**src/rtl/intc_bamse.sv**
```systemverilog
`default_nettype none
// ============================================================================
// Module   : intc_bamse
// Purpose  : Eight-source rising-edge interrupt controller for the BAMSE
//            PicoBlaze bus. Maskable pending register, fixed priority
//            (bit 0 highest), request/acknowledge handshake, vector register.
// Revision : 1.0 - initial release
// ============================================================================
module intc_bamse #(
  parameter logic [7:0] ADDR_MASK = 8'h01,
  parameter logic [7:0] ADDR_PEND = 8'h02,
  parameter logic [7:0] ADDR_VEC  = 8'h03
) (
  input  logic       clk,
  input  logic       rst,
  input  logic [7:0] irq_src,
  input  logic [7:0] address,
  input  logic [7:0] data_in,
  output logic [7:0] data_out,
  input  logic       ren,
  input  logic       wen,
  output logic       interrupt,
  input  logic       interrupt_ack
);

  typedef enum logic [1:0] {
    S_IDLE    = 2'd0,
    S_ASSERT  = 2'd1,
    S_SERVICE = 2'd2
  } state_t;

  state_t     state;
  logic [7:0] src_d;
  logic [7:0] mask;
  logic [7:0] pending;
  logic [2:0] vector;

  logic [7:0] rise;
  logic [7:0] pend_clr;
  logic [7:0] active;
  logic [2:0] winner;
  logic       busy;

  assign rise     = irq_src & ~src_d;
  assign pend_clr = (wen && (address == ADDR_PEND)) ? data_in : 8'h00;
  assign active   = pending & mask;
  assign busy     = (state != S_IDLE);

  // Lowest set index of the active sources wins arbitration.
  always_comb begin
    winner = 3'd0;
    for (int i = 7; i >= 0; i--) begin
      if (active[i]) winner = i[2:0];
    end
  end

  // Source history, pending capture (set beats write-1-to-clear) and mask register.
  always_ff @(posedge clk or posedge rst) begin
    if (rst) begin
      src_d   <= 8'h00;
      pending <= 8'h00;
      mask    <= 8'h00;
    end else begin
      src_d   <= irq_src;
      pending <= (pending & ~pend_clr) | rise;
      if (wen && (address == ADDR_MASK)) mask <= data_in;
    end
  end

  // Request/acknowledge sequencer; the vector is frozen while a request is in flight.
  always_ff @(posedge clk or posedge rst) begin
    if (rst) begin
      state     <= S_IDLE;
      interrupt <= 1'b0;
      vector    <= 3'd0;
    end else begin
      case (state)
        S_IDLE: begin
          if (|active) begin
            vector    <= winner;
            interrupt <= 1'b1;
            state     <= S_ASSERT;
          end
        end
        S_ASSERT: begin
          // Ack takes precedence over a source being withdrawn in the same cycle.
          if (interrupt_ack) begin
            interrupt <= 1'b0;
            state     <= S_SERVICE;
          end else if (!active[vector]) begin
            interrupt <= 1'b0;
            state     <= S_IDLE;
          end
        end
        S_SERVICE: begin
          // Only clearing the pending bit ends service; masking it does not.
          if (!pending[vector]) state <= S_IDLE;
        end
        default: begin
          interrupt <= 1'b0;
          state     <= S_IDLE;
        end
      endcase
    end
  end

  // Side-effect-free read mux; zero when not reading or address unmatched.
  always_comb begin
    data_out = 8'h00;
    if (ren) begin
      if (address == ADDR_MASK)      data_out = mask;
      else if (address == ADDR_PEND) data_out = pending;
      else if (address == ADDR_VEC)  data_out = {busy, 4'b0000, vector};
    end
  end

endmodule
`default_nettype wire

```
**config.mk**
```make
export PLATFORM = sky130hd
export DESIGN_NAME = intc_bamse
export DESIGN_NICKNAME = d
export VERILOG_FILES = /design/src/rtl/intc_bamse.sv
export SDC_FILE = /design/constraint.sdc
export NUM_CORES = 1
export LEC_CHECK = 0
export CORE_MARGIN = 4
export CORE_UTILIZATION = 50
export CTS_CLUSTER_DIAMETER = 150
export DETAILED_ROUTE_END_ITERATION = 10
export PLACE_DENSITY = 0.91
export SLEW_MARGIN = 20
export SYNTH_ARGS = -nofsm -noshare
export SYNTH_HDL_FRONTEND = slang
export SYNTH_SLANG_ARGS = --single-unit
export TNS_END_PERCENT = 5
```
**constraint.sdc**
```tcl
create_clock -name clk -period 3.26 [get_ports clk]
set_input_delay 0.652 -clock clk [delete_from_list [all_inputs] [get_ports clk]]
set_output_delay 0.652 -clock clk [all_outputs]
set_load 0.05 [all_outputs]
```
==> results of run 1 <==
[power breakdown]
group | internal (µW) | leakage, µW | total [µW] | switching (µW)
Clock | 97.0 | 0.0000302 | 215 | 118
Sequential | 417 | 0.000349 | 483 | 66.7
Combinational | 135 | 0.000500 | 261 | 125
Total | 649 | 0.000879 | 959 | 310
[state kept, by name, indices dropped and copies added (netlist names)]
name and flops:
mask 8, src_d 8, pending 8, state 2, vector 3, interrupt 1
[cell usage after synthesis (all sizes together)]
library cell,count
dfrtp,30
nand2,17
a22o,12
nor2,12
inv,11
mux2,11
a22oi,9
o21ai,5
buf,4
nand3,4
mux4,3
a21oi,2
and2,2
nand3b,2
nor2b,2
nor4,2
o41ai,2
a211o,1
a21boi,1
a222oi,1
a31o,1
a32o,1
and4,1
o211ai,1
o21a,1
o21ba,1
o221a,1
o22ai,1
or2,1
[cell type report]
class	count	area [µm²]	share of cell area, %
flip-flops and latches	30	751	36.1
inverters	11	41.3	1.98
multi-input cells	97	726	34.9
well taps	31	38.8	1.86
repair buffers	40	473	22.7
clock buffers	6	51.3	2.47
[worst max-delay path, delay by kind of cell]
| kind | cells | cell delay, ns |
|---|---|---|
| AND/OR/NAND/NOR | 4 | 1.03 |
| buffers and inverters | 2 | 0.57 |
[cell usage in the layout (no fill, tap or decap), drive strengths merged, types with 2 or more instances in the layout]
cell,netlist,final
clkbuf,0,6
nor2b,2,2
nor2,12,12
nand2,17,17
o21ai,5,5
mux2,11,11
o41ai,2,2
nand3b,2,2
nand3,4,4
dfrtp,30,30
mux4,3,3
a22o,12,12
buf,4,11
nor4,2,2
inv,11,11
a22oi,9,9
clkdlybuf4s50,0,29
and2,2,2
a21oi,2,2
[metrics by stage]
step                      total power [µW]  cells  area, µm²
after CTS                              962    215       2080
after detailed placement               750    209       2030
after global routing                  1010    215       2080
after floorplan                        654    142       1540
after global placement                 727    209       2030
final                                  959    215       2080
[path summary, 6_finish.rpt]
check / from / to / slack (ns) / cells past startpoint
worst max-delay path: address[7] / data_out[6] / 0.34 / 6
worst min-delay path: state[0] / interrupt / 0.55 / 1
worst max register to register: pending[1] / vector[0] / 1.63 / 4
worst min register to register: state[0] / interrupt / 0.55 / 1
max in group asynchronous: rst / pending[6] / 2.28 / 3
min in group asynchronous: rst / src_d[1] / 0.69 / 3
[kinds of logic (layout without fill, tap and decap cells)]
| kind of cell | after synthesis | after routing | synth area share (%) |
|---|---|---|---|
| mux | 14 | 14 | 12.7 |
| flops | 30 | 30 | 48.8 |
| compound gates | 40 | 40 | 21.2 |
| simple gates | 43 | 43 | 13.3 |
| buf+inv | 15 | 57 | 3.99 |
[routing by layer]
layer  track usage [%]  share of wire, %  wire [µm]  vias to the layer above
met5                 0                 0          0                        -
met4              7.28               1.5         58                        0
met3              5.15               5.9        232                        7
met2              38.1                53       2090                       52
met1              24.2                39       1550                      648
li1                  -                 -          -                      614
==> results.sh, run 1 <==
export IMPL_place_detailed_hpwl_um=3070
export IMPL_routed_wl_um=3930
export IMPL_unrepaired_setup_endpoints_after_global_routing="false"
export IMPL_setup_viol=0
export IMPL_power_per_cell_area_nw_per_um2=461
export IMPL_final_layout_size_suffix_gt1_share_pct=15.2
export IMPL_synth_top_cells_by_area="dfrtp_1 (49%), a22o_1 (6.8%), mux2_1 (5.9%)"
export IMPL_hold_violations=0
export IMPL_max_slew_margin_rel_pct=67.1
export IMPL_vias_in_the_first_global_route=1450
export IMPL_final_max_slew_viol_count=0
export IMPL_worstPathCellList="clkdlybuf4s50_1, nor4_1, and2_1, nand2_1, nor2_1, buf_12"
export IMPL_clock_path_buffers=2
export IMPL_post_drt_wl_per_cell_um=18.3
export IMPL_worst_path_largest_cell_delay_ns=0.40
export IMPL_critical_path_class="in2out"
export IMPL_pin_count_of_the_biggest_net_entering_global_routing=31
export IMPL_dr_pass1_iters=4
export IMPL_floorplan_die_area_um2=4030
export IMPL_drv_max_cap_violation_count=0
export IMPL_die_height_um=63.5
export IMPL_maximum_frequency_from_static_timing_analysis_ghz=0.343
export IMPL_crit_fanout=8
export IMPL_ys_seq_elements=30
export IMPL_gp_congestion=0.853
export IMPL_worst_ep_arrival_time_ns=2.26
export IMPL_drt_initial_drc_count=58
export IMPL_tns_ns=0
export IMPL_final_min_clock_period_ns=2.92
export IMPL_buffer_ports_inserted=37
export IMPL_route_vias_total=1321
export IMPL_sequential_share_of_the_synthesized_area_pct=48.8
export IMPL_diodes=0
export IMPL_initial_antenna_violation_count=0
export IMPL_cts_reportedPaths_clkPinSlew_ns=0.08
export IMPL_ant_nets=0
export IMPL_outcome="completed"
export IMPL_clk_latency_ns=0.32
export IMPL_tightestPinTransition_ns=0.491
export IMPL_cp_required_ns=2.61
export IMPL_synth_warn=0
export IMPL_critPathSlowestCell="clkdlybuf4s50_1"
export IMPL_clock_root_buffer="clkbuf_4"
export IMPL_finClkSkew_ns=0.00231
export IMPL_power_leakage_uw=0.000879
export IMPL_core_rowCount=19
export IMPL_cts_buffers=5
export IMPL_floorplan_core_area_um2=2850
export IMPL_cts_resized=0
export IMPL_unique_masters_post_synth=35
export IMPL_post_synth_inst_count=142
export IMPL_class_of_the_tightest_hold_or_removal_check="reg2reg"
export IMPL_nFillCells=191
export IMPL_synth_largest_type_area_fraction_pct=48.8
export IMPL_timing_final_crit_share_pct=89.5
export IMPL_syn_to_final_growth_pct=35.3
export IMPL_timing_critical_path_from_type="input pin"
export IMPL_via_per_inst=6.14
export IMPL_floorplan_die_width_um=63.5
export IMPL_synth_avg_cell_area_um2=10.8
export IMPL_cts_hold_repair_buffers=0
export IMPL_syn_cell_area_um2=1540
export IMPL_grt_ovfl_total=0
export IMPL_grt_util_all_layers_pct=21.1
export IMPL_cts_post_setup_buffers_inserted=0
export IMPL_finalHoldWorstSlack_ns=0.553
export IMPL_grt_pass1_wl_um=6710
export IMPL_cts_htree_levels=2
export IMPL_vdd_drop_max_mv=0.287
export IMPL_finalWorstSetupSlack_ns=0.343
export IMPL_cts_tree="yes"
export IMPL_final_nets=214
export IMPL_final_core_util_pct=72.9
export IMPL_io_pin_count=38
export IMPL_setup_worst_path_end_class="primary output"
export IMPL_synth_nets=171
export IMPL_pre_cts_ws_ns=0.343
export IMPL_clock_sink_count=30
export IMPL_drc=0
export IMPL_floorplan_initialDensity_pct=53.9
export IMPL_synth_top_cell_by_area="dfrtp_1"
No activity file was read; power rests on OpenSTA's default activity.
==> run 2: changes to the inputs <==
- CAP_MARGIN: unset -> 10
==> results of run 2 <==
Final layout, timing and power as in run 1 (identical DEF).
